===== config.mk =====
export PLATFORM = sky130hd
export DESIGN_NAME = agc_session_scheduler
export DESIGN_NICKNAME = d
export VERILOG_FILES = /design/src/rtl/agc_session_scheduler.sv
export SDC_FILE = /design/constraint.sdc
export NUM_CORES = 1
export LEC_CHECK = 0
export CAP_MARGIN = 25
export CORE_UTILIZATION = 30
export CTS_CLUSTER_DIAMETER = 30
export DETAILED_ROUTE_END_ITERATION = 10
export SLEW_MARGIN = 40
export SYNTH_ARGS = -nofsm -noshare
export SYNTH_HDL_FRONTEND = slang
export SYNTH_SLANG_ARGS = --single-unit

===== constraint.sdc =====
create_clock -name clk -period 2.84 [get_ports clk]
set_input_delay 0.71 -clock clk [delete_from_list [all_inputs] [get_ports clk]]
set_output_delay 0.71 -clock clk [all_outputs]
set_load 0.03 [all_outputs]

===== src/rtl/agc_session_scheduler.sv =====
// Session scheduler for the AGC core: holds the core in reset, runs one
// binary-search per packet, then freezes the resulting gain until the packet ends.
module agc_session_scheduler #(
    parameter int unsigned SETTLE_CYCLES  = 16,
    parameter int unsigned SEARCH_TIMEOUT = 1024,
    parameter logic [5:0]  DEFAULT_GAIN   = 6'd32,
    parameter logic [3:0]  LOSS_THRESH    = 4'd2,
    parameter int unsigned LOSS_CYCLES    = 64
) (
    input  logic       clk,
    input  logic       RESETn,
    input  logic       enable,
    input  logic       rx_start,
    input  logic       rx_end,
    input  logic [3:0] amplified_signal,
    input  logic       agc_done,
    input  logic [5:0] agc_gain,
    output logic       agc_resetn,
    output logic [5:0] gain_hold,
    output logic       gain_valid,
    output logic       timeout_flag,
    output logic [1:0] state_out,
    output logic [7:0] loss_count
);

    typedef enum logic [1:0] {
        IDLE   = 2'd0,
        SETTLE = 2'd1,
        SEARCH = 2'd2,
        HOLD   = 2'd3
    } state_t;

    localparam logic [15:0] SETTLE_LAST  = 16'(SETTLE_CYCLES - 1);
    localparam logic [15:0] TIMEOUT_LAST = 16'(SEARCH_TIMEOUT - 1);
    localparam logic [15:0] LOSS_MAX     = 16'(LOSS_CYCLES);

    state_t      state, state_d;
    logic [15:0] cyc_cnt, cyc_cnt_d;
    logic [15:0] lo_cnt, lo_cnt_d;
    logic        agc_resetn_d;
    logic [5:0]  gain_hold_d;
    logic        gain_valid_d;
    logic        timeout_flag_d;
    logic [7:0]  loss_count_d;

    logic        low_sample;
    logic [15:0] cyc_inc;
    logic [15:0] lo_inc;

    assign low_sample = (amplified_signal < LOSS_THRESH);
    assign cyc_inc    = cyc_cnt + 16'd1;
    assign lo_inc     = (lo_cnt == LOSS_MAX) ? lo_cnt : lo_cnt + 16'd1;

    always_ff @(posedge clk) begin
        if (!RESETn) begin
            state        <= IDLE;
            cyc_cnt      <= 16'd0;
            lo_cnt       <= 16'd0;
            agc_resetn   <= 1'b0;
            gain_hold    <= DEFAULT_GAIN;
            gain_valid   <= 1'b0;
            timeout_flag <= 1'b0;
            loss_count   <= 8'd0;
        end else begin
            state        <= state_d;
            cyc_cnt      <= cyc_cnt_d;
            lo_cnt       <= lo_cnt_d;
            agc_resetn   <= agc_resetn_d;
            gain_hold    <= gain_hold_d;
            gain_valid   <= gain_valid_d;
            timeout_flag <= timeout_flag_d;
            loss_count   <= loss_count_d;
        end
    end

    always_comb begin
        state_d        = state;
        cyc_cnt_d      = cyc_cnt;
        lo_cnt_d       = lo_cnt;
        gain_hold_d    = gain_hold;
        gain_valid_d   = gain_valid;
        timeout_flag_d = timeout_flag;
        loss_count_d   = loss_count;

        if (!enable) begin
            // Disable beats every other event; the last gain stays published.
            state_d      = IDLE;
            gain_valid_d = 1'b0;
            cyc_cnt_d    = 16'd0;
        end else begin
            case (state)
                IDLE: begin
                    cyc_cnt_d = 16'd0;
                    if (rx_start) begin
                        state_d = SETTLE;
                    end
                end
                SETTLE: begin
                    if (rx_start) begin
                        cyc_cnt_d = 16'd0;
                    end else if (cyc_cnt == SETTLE_LAST) begin
                        state_d        = SEARCH;
                        cyc_cnt_d      = 16'd0;
                        timeout_flag_d = 1'b0;
                    end else begin
                        cyc_cnt_d = cyc_inc;
                    end
                end
                SEARCH: begin
                    // A new preamble abandons the search without capturing.
                    if (rx_start) begin
                        state_d   = SETTLE;
                        cyc_cnt_d = 16'd0;
                    end else if (agc_done) begin
                        state_d      = HOLD;
                        cyc_cnt_d    = 16'd0;
                        gain_hold_d  = agc_gain;
                        gain_valid_d = 1'b1;
                    end else if (cyc_cnt == TIMEOUT_LAST) begin
                        state_d        = HOLD;
                        cyc_cnt_d      = 16'd0;
                        gain_hold_d    = DEFAULT_GAIN;
                        gain_valid_d   = 1'b1;
                        timeout_flag_d = 1'b1;
                    end else begin
                        cyc_cnt_d = cyc_inc;
                    end
                end
                HOLD: begin
                    lo_cnt_d = low_sample ? lo_inc : 16'd0;
                    if (rx_start) begin
                        state_d      = SETTLE;
                        cyc_cnt_d    = 16'd0;
                        gain_valid_d = 1'b0;
                    end else if (rx_end) begin
                        state_d      = IDLE;
                        gain_valid_d = 1'b0;
                    end else if (low_sample && lo_inc == LOSS_MAX) begin
                        state_d      = IDLE;
                        gain_valid_d = 1'b0;
                        if (loss_count != 8'hFF) begin
                            loss_count_d = loss_count + 8'd1;
                        end
                    end
                end
                default: begin
                    state_d = IDLE;
                end
            endcase
        end

        // The low-sample run only means something while holding a gain.
        if (state_d != HOLD) begin
            lo_cnt_d = 16'd0;
        end
        agc_resetn_d = (state_d == SEARCH);
    end

    assign state_out = state;

endmodule


==> results of run 1 <==
how the worst max path moves through the flow:
stage	from	endpoint	slack, ns
after CTS	lo_cnt[0]	loss_count[6]	0.22
after global placement	amplified_signal[3]	loss_count[6]	0.07
final	lo_cnt[0]	loss_count[3]	0.18
after global routing	lo_cnt[0]	loss_count[3]	0.008
after detailed placement	amplified_signal[3]	loss_count[6]	0.03
after floorplan	cyc_cnt[0]	cyc_cnt[6]	0.46
per-layer routing:
layer	global-route usage	vias up	routed length (um)
met1	0.1946	1469	3780
met5	0	-	0
met3	0.02682	6	325
met2	0.2417	66	3797
li1	-	1556	-
met4	0.04024	0	70
registers in the layout, indices dropped and copies added, names as in the netlist:
signal,cells
agc_resetn,1
cyc_cnt,16
loss_count,8
gain_hold,6
lo_cnt,16
state_out,2
gain_valid,1
timeout_flag,1
worst min-delay path, cell delays in order (launching register included):
cell and delay (ns):
dfxtp_1 0.33, nand2_1 0.05, a21oi_1 0.05
per-stage QoR:
| stage | instance area [um2] | util | cells | hold slack [ns] | setup WS, ns |
|---|---|---|---|---|---|
| 2_1_floorplan | 3168 | - | 408 | 0.4510 | 0.4584 |
| 3_3_place_gp | 3631 | 0.3533 | 562 | 0.4409 | 0.07444 |
| 3_5_place_dp | 3631 | 0.3533 | 562 | 0.4491 | 0.02716 |
| 4_1_cts | 3764 | 0.3662 | 570 | 0.4653 | 0.2234 |
| 5_1_grt | 3764 | 0.3662 | 570 | 0.4893 | 0.008088 |
| 6_report | 3764 | 0.3662 | 570 | 0.4638 | 0.1837 |
cell type report:
type / count / area, um2 / share of cell area
Multi-Input combinational cell: 314 / 1923 / 0.5110
Tap cell: 136 / 170.2 / 0.04521
Clock buffer: 6 / 72.57 / 0.01928
Sequential cell: 51 / 1021 / 0.2713
Timing Repair Buffer: 48 / 467.9 / 0.1243
Inverter: 13 / 48.80 / 0.01297
Clock inverter: 2 / 60.06 / 0.01596
logic make-up (layout without fill, tap and decap cells):
kind of cell	after synthesis	count (layout)
adder cells (fa/ha/maj)	8	8
AND/OR/NAND/NOR	175	175
multiplexers	3	3
XOR/XNOR	5	5
buffers and inverters	43	69
flip-flops	51	51
AO/OA/AOI/OAI	123	123
cells in the final DEF (no fill, tap or decap), types with 14 or more instances in the layout:
cell / n
dfxtp_1: 51
a311oi_1: 15
nor2_1: 30
nand3_1: 23
a21oi_1: 42
o21ai_0: 34
clkdlybuf4s50_1: 33
nand2_1: 42
or3_1: 14
power breakdown:
part           switching (uW)  internal (uW)
Combinational            45.1           38.3
Sequential               2.49            716
Clock                     258            353
==> results_dict.tcl, run 1 <==
set metrics [dict create \
    reg2reg_to "loss_count[3]" \
    synth_top_family_by_area "simple AND/OR/NAND/NOR gates" \
    path_delay_family "simple AND/OR/NAND/NOR gates" \
    clk_path_buf_depth 2 \
    cts.clk_slew.worst_paths_ns 0.11 \
    min_from "gain_hold[3]" \
    rsz0062_at_grt "no" \
    worstMarginPinSlew_ns 0.6423 \
    synth-edff-count 0 \
    syn_area_um2 3168 \
    crit_cells 9 \
    power_uw 1413 \
    hold_viol 0 \
    crit_top_cell "nand4_1" \
    outcome "completed" \
    worstHoldPathType "reg2reg" \
    grt_max_degree 30 \
    cap_viol_max_count 0 \
    htreeDepth 2 \
    antennaDiodeCount 0 \
    hpwl_um 5593 \
    cp_max_fo 12 \
    whs_endpoint "gain_hold[3]" \
    rrSetupSlack_ns 0.18 \
    startpoint_type "register" \
    synthTopCellsByArea "dfxtp_1 32%, a21oi_1 6.6%, o21ai_0 5.4%" \
    overflow 0 \
    grt_pass1_wl_um 13390 \
    design.die.area_um2 10970 \
    synth_commonest_cells "51 x dfxtp_1, 42 x a21oi_1, 42 x nand2_1, 34 x o21ai_0, 30 x nor2_1" \
    wl_um 7973 \
    netlist.area_leader.share 0.3223 \
    yosysMostFrequentCell "dfxtp_1" \
    cts_buffers 5 \
    pin_count 35 \
    fin_crit_ns 2.656 \
    reg2reg_from "lo_cnt[0]" \
    fmax_ghz 0.3765 \
    ys_ff_latch 51 \
    synthFlopType "dfxtp_1" \
    grt_usage 0.1463 \
    firstDrtPassIters 4 \
    grt_pass1_vias 2811 \
    fillers 1065 \
    setup_violations 0 \
    die_w_um 104.8 \
    cts_hold_buf 0 \
    p_leak_uw 0.001193 \
    synthAdderAreaFrac 0.03160 \
    area_growth_pct 18.80 \
    vias 3097 \
    skew_ns 0.01560 \
    wl_per_cell_um 13.99 \
    drt_iter0_markers 156 \
    final_layout_size_suffix_gt1_frac 0.09447 \
    peakVddDrop_mv 0.2116 \
    cp.buffers_inverters 1 \
    fin_setup_tns_ns 0 \
    ctsResizeCount 0 \
    crit_chain "ha_1 > nand4_1 > nor3_1 > buf_4 > nand4_1 > a22oi_2 > nand4_4 > or3_1 > a21oi_1" \
    grt_antenna_before_repair 0 \
    arrival_ns 2.90 \
    clk_latency_ns 0.32 \
    buffer_ports.inserted 33 \
    clock-sinks 51 \
    worstRegToRegCells 9 \
    start_util 0.3083 \
    async_reset_ff_frac 0 \
    synth_top_cell_by_area "dfxtp_1" \
    fp.dieH_um 104.8 \
    postRouteAntennaNets 0 \
    crit_type "reg2reg" \
    synthCells 408 \
    crit_path_end_kind "register" \
    slowest_delay_ns 0.55 \
    cp.required_ns 3.08 \
    yosysSeqAreaShare 0.3223 \
    floorplan.rows 37 \
    synthesis.nets 432 \
    root_buffer "clkbuf_8" \
    post_cts_buffers 0 \
    min_path_cells 2 \
    drc_errors 0 \
    core-area_um2 10280 \
    cts_tree "done" \
    synth_compound_area_frac 0.2484 \
    p_per_area_nw_per_um2 375.5 \
    yosys.area_share.simple 0.3037 \
    slew_headroom 0.5707 \
    timing.final.crit_share 0.9353 \
    synth-xor-area-share 0.01382 \
    synth.distinct_cells 63 \
    synthMuxAreaShare 0.009479 \
    yosys_warnings 0 \
    syn_avg_cell_area_um2 7.765 \
    cp_slowest_cell "dfxtp_1" \
    nets 457 \
    place.gp.congestion 0.8062 \
    finalMaxSlewViolations 0 \
    viasPerCell 5.433 \
]
No activity file was read; power rests on OpenSTA's default activity.
==> inputs of run 2 (changes only) <==
--- a/config.mk
+++ b/config.mk
@@ -7,7 +7,7 @@
 export LEC_CHECK = 0
 export CAP_MARGIN = 25
 export CORE_UTILIZATION = 30
-export CTS_CLUSTER_DIAMETER = 30
+export CTS_CLUSTER_DIAMETER = 200
 export DETAILED_ROUTE_END_ITERATION = 10
 export SLEW_MARGIN = 40
 export SYNTH_ARGS = -nofsm -noshare
==> results of run 2 <==
Same layout as run 1: the final DEF is identical, and so are final timing and power.
